[src/rtl/claw_pkg.sv]
// Shared types and default timing for the claw-machine servo drive path.
package claw_pkg;

    // Direction codes from the claw FSM; 2'b11 is treated as stop.
    localparam logic [1:0] DIR_STOP = 2'b00;
    localparam logic [1:0] DIR_POS  = 2'b01;
    localparam logic [1:0] DIR_NEG  = 2'b10;

    // Which side of the stop width a pulse width lies on.
    typedef enum logic [1:0] {
        SideNone,
        SidePos,
        SideNeg
    } side_e;

    typedef enum logic [1:0] {
        StStopped,
        StRamp,
        StRun,
        StDwell
    } state_e;

    // Defaults: 100 MHz clock, 50 Hz frame.
    localparam int unsigned DEF_FRAME_CLKS   = 2_000_000;
    localparam int unsigned DEF_STOP_W       = 150_000;
    localparam int unsigned DEF_POS_W        = 100_000;
    localparam int unsigned DEF_NEG_W        = 200_000;
    localparam int unsigned DEF_STEP_W       = 5_000;
    localparam int unsigned DEF_DWELL_FRAMES = 5;
    localparam int unsigned DEF_CNT_W        = 21;

endpackage

[src/rtl/servo_frame_counter.sv]
// Free-running PWM frame counter with a last-clock-of-frame strobe.
module servo_frame_counter #(
    parameter int unsigned FRAME_CLKS = 2_000_000,
    parameter int unsigned CNT_W      = 21
) (
    input  logic             clk,
    input  logic             rst,
    output logic [CNT_W-1:0] cnt,
    output logic             boundary
);

    localparam logic [CNT_W-1:0] LAST = CNT_W'(FRAME_CLKS - 1);

    assign boundary = (cnt == LAST);

    // Count 0..FRAME_CLKS-1 and wrap.
    always_ff @(posedge clk) begin
        if (rst) begin
            cnt <= '0;
        end else if (boundary) begin
            cnt <= '0;
        end else begin
            cnt <= cnt + CNT_W'(1);
        end
    end

endmodule

[src/rtl/servo_ramp_pwm.sv]
// Servo PWM with per-frame bounded ramping and a stop dwell on direction reversal.
module servo_ramp_pwm
    import claw_pkg::*;
#(
    parameter int unsigned FRAME_CLKS   = DEF_FRAME_CLKS,
    parameter int unsigned STOP_W       = DEF_STOP_W,
    parameter int unsigned POS_W        = DEF_POS_W,
    parameter int unsigned NEG_W        = DEF_NEG_W,
    parameter int unsigned STEP_W       = DEF_STEP_W,
    parameter int unsigned DWELL_FRAMES = DEF_DWELL_FRAMES,
    parameter int unsigned CNT_W        = DEF_CNT_W
) (
    input  logic       clk,
    input  logic       rst,
    input  logic [1:0] dir,
    input  logic       estop,
    output logic       signal,
    output logic       frame_tick,
    output logic       at_speed,
    output logic       moving
);

    localparam logic [CNT_W-1:0] STOP_WV = CNT_W'(STOP_W);
    localparam logic [CNT_W-1:0] POS_WV  = CNT_W'(POS_W);
    localparam logic [CNT_W-1:0] NEG_WV  = CNT_W'(NEG_W);
    localparam logic [CNT_W-1:0] STEP_WV = CNT_W'(STEP_W);
    localparam int unsigned DWELL_W = (DWELL_FRAMES > 1) ? $clog2(DWELL_FRAMES) : 1;
    localparam logic [DWELL_W-1:0] DWELL_INIT =
        DWELL_W'((DWELL_FRAMES > 0) ? DWELL_FRAMES - 1 : 0);

    logic [CNT_W-1:0]   cnt;
    logic               boundary;
    logic [CNT_W-1:0]   cur_w_q;
    state_e             state_q;
    side_e              side_q;
    logic [DWELL_W-1:0] dwell_q;
    logic               estop_pend_q;

    logic               estop_act;
    logic [CNT_W-1:0]   req_w;
    side_e              req_side;
    logic [CNT_W-1:0]   tgt;
    logic [CNT_W-1:0]   diff;
    logic [CNT_W-1:0]   step_w;
    state_e             step_state;

    function automatic side_e side_of(input logic [CNT_W-1:0] w);
        if (w < STOP_WV) return SidePos;
        if (w > STOP_WV) return SideNeg;
        return SideNone;
    endfunction

    servo_frame_counter #(
        .FRAME_CLKS (FRAME_CLKS),
        .CNT_W      (CNT_W)
    ) u_frame_counter (
        .clk      (clk),
        .rst      (rst),
        .cnt      (cnt),
        .boundary (boundary)
    );

    // A short estop pulse mid-frame must still stop the next frame, so it is held until then.
    assign estop_act = estop | estop_pend_q;

    // Decode the requested width; estop masks dir.
    always_comb begin
        req_w = STOP_WV;
        if (!estop_act) begin
            case (dir)
                DIR_POS: req_w = POS_WV;
                DIR_NEG: req_w = NEG_WV;
                default: req_w = STOP_WV;
            endcase
        end
        req_side = side_of(req_w);
    end

    // One bounded step toward the target; a reversal aims at the stop width first.
    always_comb begin
        tgt = (req_side == side_q || side_q == SideNone) ? req_w : STOP_WV;
        if (tgt >= cur_w_q) begin
            diff   = tgt - cur_w_q;
            step_w = cur_w_q + ((diff > STEP_WV) ? STEP_WV : diff);
        end else begin
            diff   = cur_w_q - tgt;
            step_w = cur_w_q - ((diff > STEP_WV) ? STEP_WV : diff);
        end
        step_state = StRamp;
        if (step_w == req_w && req_w != STOP_WV) begin
            step_state = StRun;
        end else if (step_w == STOP_WV && req_side == SideNone) begin
            step_state = StStopped;
        end else if (step_w == STOP_WV && side_q != SideNone && req_side != side_q &&
                     DWELL_FRAMES > 0) begin
            step_state = StDwell;
        end
    end

    // Ramp FSM acting only on frame boundaries, plus registered PWM and status.
    always_ff @(posedge clk) begin
        if (rst) begin
            cur_w_q      <= STOP_WV;
            state_q      <= StStopped;
            side_q       <= SideNone;
            dwell_q      <= '0;
            estop_pend_q <= 1'b0;
            signal       <= 1'b0;
            frame_tick   <= 1'b0;
            at_speed     <= 1'b0;
            moving       <= 1'b0;
        end else begin
            signal       <= (cnt < cur_w_q);
            frame_tick   <= boundary;
            estop_pend_q <= boundary ? 1'b0 : (estop_pend_q | estop);
            if (boundary) begin
                if (estop_act) begin
                    cur_w_q  <= STOP_WV;
                    side_q   <= SideNone;
                    state_q  <= StStopped;
                    dwell_q  <= '0;
                    at_speed <= 1'b0;
                    moving   <= 1'b0;
                end else begin
                    unique case (state_q)
                        // STOPPED and RUN both leave (with a first step) once the request differs.
                        StStopped, StRun, StRamp: begin
                            if (state_q == StRamp || req_w != cur_w_q) begin
                                cur_w_q  <= step_w;
                                side_q   <= side_of(step_w);
                                state_q  <= step_state;
                                at_speed <= (step_state == StRun);
                                moving   <= (step_w != STOP_WV);
                                if (step_state == StDwell) begin
                                    dwell_q <= DWELL_INIT;
                                end
                            end
                        end
                        StDwell: begin
                            if (dwell_q == '0) begin
                                state_q <= (req_side == SideNone) ? StStopped : StRamp;
                            end else begin
                                dwell_q <= dwell_q - DWELL_W'(1);
                            end
                        end
                    endcase
                end
            end
        end
    end

endmodule

[config.mk]
export PLATFORM = sky130hd
export DESIGN_NAME = servo_ramp_pwm
export DESIGN_NICKNAME = d
export VERILOG_FILES = /design/src/rtl/claw_pkg.sv /design/src/rtl/servo_frame_counter.sv /design/src/rtl/servo_ramp_pwm.sv
export SDC_FILE = /design/constraint.sdc
export NUM_CORES = 1
export LEC_CHECK = 0
export CAP_MARGIN = 30
export CORE_MARGIN = 8
export CORE_UTILIZATION = 50
export CTS_CLUSTER_SIZE = 40
export DETAILED_ROUTE_END_ITERATION = 7
export PLACE_DENSITY = 0.69
export RECOVER_POWER = 50
export REMOVE_ABC_BUFFERS = 1
export SYNTH_ARGS = -nofsm -noshare
export SYNTH_HDL_FRONTEND = slang
export SYNTH_SLANG_ARGS = --single-unit
[constraint.sdc]
create_clock -name clk -period 16 [get_ports clk]
set_input_delay 2.4 -clock clk [delete_from_list [all_inputs] [get_ports clk]]
set_output_delay 2.4 -clock clk [all_outputs]
set_load 0.03 [all_outputs]
==> flow_summary_export.csv <==
group,metric,value,unit
run_status,status,"finished with violations",
run_status,violations,"capacitance limit, slew limit",
floorplanning,core_area,12600,um^2
timing,maxSlewViolCount,39,
worst_setup_path,critPathTopFamily,"compound AO/OA/AOI/OAI gates",
grt,grt_max_degree,39,
timing,tightest_slew,1870,ps
clocking,clockBufferDepth,2,
clocking,cts-resized-gates,0,
grt,antenna_found_initial,0,
floorplanning,fp.dieArea,16800,um^2
yosys,seq_area_frac_synth,0.168,
clocking,clkTransAtPathRegs,70,ps
worst_setup_path,worstPathArrival,12320,ps
yosys,synthArstFlopShare,0,
cells_and_area,area_growth_syn_to_layout,4.19,%
yosys,synth_top_area_share,0.168,
grt,overflow,0,
cells_and_area,final_nets,918,
job,drv_cap,1,
yosys,synth-simple-area-share,0.262,
drt,wl_per_cell,18.8,um
floorplanning,num_rows,41,
cells_and_area,drive_gt1_frac,0.0508,
yosys,ys_types,87,
drt,vias,6379,
clocking,cts_tree,"built",
timing,rsz0062_at_grt,"no",
clocking,clk_latency,310,ps
yosys,yosysWarningCount,0,
yosys,syn_inst,860,
timing,setup_slack,3780,ps
yosys,synth_top_cell_by_area,"dfxtp_1",
yosys,synth_compound_area_frac,0.269,
grt,grt_pass1_vias,5923,
worst_setup_path,ff2ff_path_depth,32,
worst_setup_path,crit_slowest_cell,"a2111oi_0",
pwr,peakVddDrop,0.0437,mV
yosys,syn_area_per_cell,7.50,um^2
worst_setup_path,crit_path_start_kind,"input pin",
clocking,cts-buffers-inserted,5,
worst_setup_path,crit_path_start,"dir[0]",
worst_setup_path,worst-path-buf-inv,2,
placed_design,placed_cells,1011,
cells_and_area,fin_cells,1019,
worst_setup_path,cp.depth,35,
drt,vias_per_cell,6.26,
hold_path,hold_class,"flip-flop to flip-flop",
timing,finalCritPeriodShare,0.764,
timing,slew_headroom,-0.245,
worst_setup_path,crit_required,16100,ps
floorplanning,start_util,0.511,
clocking,htreeDepth,2,
worst_setup_path,cp-end-kind,"flip-flop",
timing,hold_viol_final,0,
timing,finalCriticalPeriod,12220,ps
floorplanning,die_height,130,um
clocking,cts_hold_buf,0,
yosys,synth_enable_flop_cells,0,
grt,grt_usage,0.233,
placed_design,dpl.hpwl,14700,um
hold_path,hold_depth,1,
floorplanning,num_io_pins,9,
drt,drtIter0Drc,650,
yosys,yosys-top-cells-count,"nor2_1 (95), ha_1 (66), nand2_1 (64)",
clocking,postCtsSetupBuffers,0,
yosys,synthAdderAreaFrac,0.131,
drt,drcViolationCount,0,
placed_design,preCtsSetupSlack,4360,ps
drt,ant_nets,0,
clocking,cts_root_buf,"clkbuf_16",
cells_and_area,finish.utilization,0.532,
hold_path,hp-start,"dwell_q[0]",
yosys,synth_ff_type,"dfxtp_1",
worst_setup_path,worstReg2RegStart,"side_q[0]",
worst_setup_path,r2r_setup_slack,6350,ps
yosys,synth_top_family_by_area,"compound AO/OA/AOI/OAI gates",
timing,tns,0,ps
pwr,p_total,0.507,mW
drt,drtPass1Iterations,7,
clocking,clock_sinks,54,
timing,fin_skew,7.03,ps
pwr,powerDensity,75.4,nW/um^2
timing,setup_viol,0,
grt,grt_pass1_wl,31500,um
placed_design,port_buffers,8,
cells_and_area,n_antenna_cell,0,
yosys,synth-xor-area-share,0.0962,
worst_setup_path,slowest_delay,1070,ps
yosys,synth_area,6450,um^2
floorplanning,die_w,130,um
pwr,leakage,2.77,nW
drt,routed_wirelength,19200,um
yosys,muxShareOfSynthArea,0.0163,
worst_setup_path,cp_max_fo,15,
worst_setup_path,crit_type,"input pin to flip-flop",
yosys,netlist_top_cells_area,"dfxtp_1 (17%), ha_1 (13%), xnor2_1 (5.6%)",
yosys,post-synth-top-count-cell,"nor2_1",
timing,fmaxAchievable,81.8,MHz
placed_design,gp_congestion,0.966,
yosys,synth-seq-cells,54,
## metal layers
layer,track usage,share of wire
met5,0,0
met3,0.0296,0.053
met2,0.374,0.45
met4,0.0690,0.018
met1,0.319,0.48
## registers in the layout, summed over array words and instances (netlist names)
register             flops
at_speed                 1
cur_w_q                 21
dwell_q                  3
estop_pend_q             1
frame_tick               1
moving                   1
side_q                   2
signal                   1
state_q                  2
u_frame_counter.cnt     21
## layout by cell type, fill, tap and decap left out, types with 8 or more instances in the layout
cell and count:
xnor2_1 41, inv_1 43, o22ai_1 14, nand3_1 40
a21oi_1 61, o21ai_0 37, nor2b_1 8, a31oi_1 21
dfxtp_1 54, or3_1 10, a21o_1 23, nand2_1 64
a22oi_1 13, nand2b_1 22, nor2_1 95, ha_1 66
nor3_1 19, and3_1 14, nand4_1 12, xor2_1 28
## power breakdown
group          switching [mW]  internal (mW)
Combinational           0.158         0.0971
Clock                  0.0533         0.0622
Sequential            0.00111          0.135
## metrics by stage
step                      hold WS [ps]  area (um^2)
after detailed placement           434         6590
after CTS                          452         6740
after global routing               474         6720
final                              457         6720
after floorplan                    408         6250
after global placement             424         6590
## layout make-up
type / instances / area [um^2]
repair buffers: 13 / 114
fillers: 1269 / 5900
clock inverters: 2 / 12.5
well taps: 172 / 215
clock buffers: 6 / 139
flip-flops and latches: 54 / 1080
multi-input cells: 728 / 4990
inverters: 44 / 165
## cells by family (layout without fill, tap and decap cells)
family / count (synthesis) / count (layout)
compound gates: 251 / 251
mux: 10 / 10
flops: 54 / 54
simple gates: 330 / 330
buf+inv: 78 / 65
xor+xnor: 70 / 70
fa+ha+maj: 67 / 67
## final timing paths
| check | endpoint |
|---|---|
| worst max-delay path | dwell_q[0] |
| worst min-delay path | dwell_q[0] |
| worst max register to register | dwell_q[0] |
| worst min register to register | dwell_q[0] |
No activity file was read; power rests on OpenSTA's default activity.
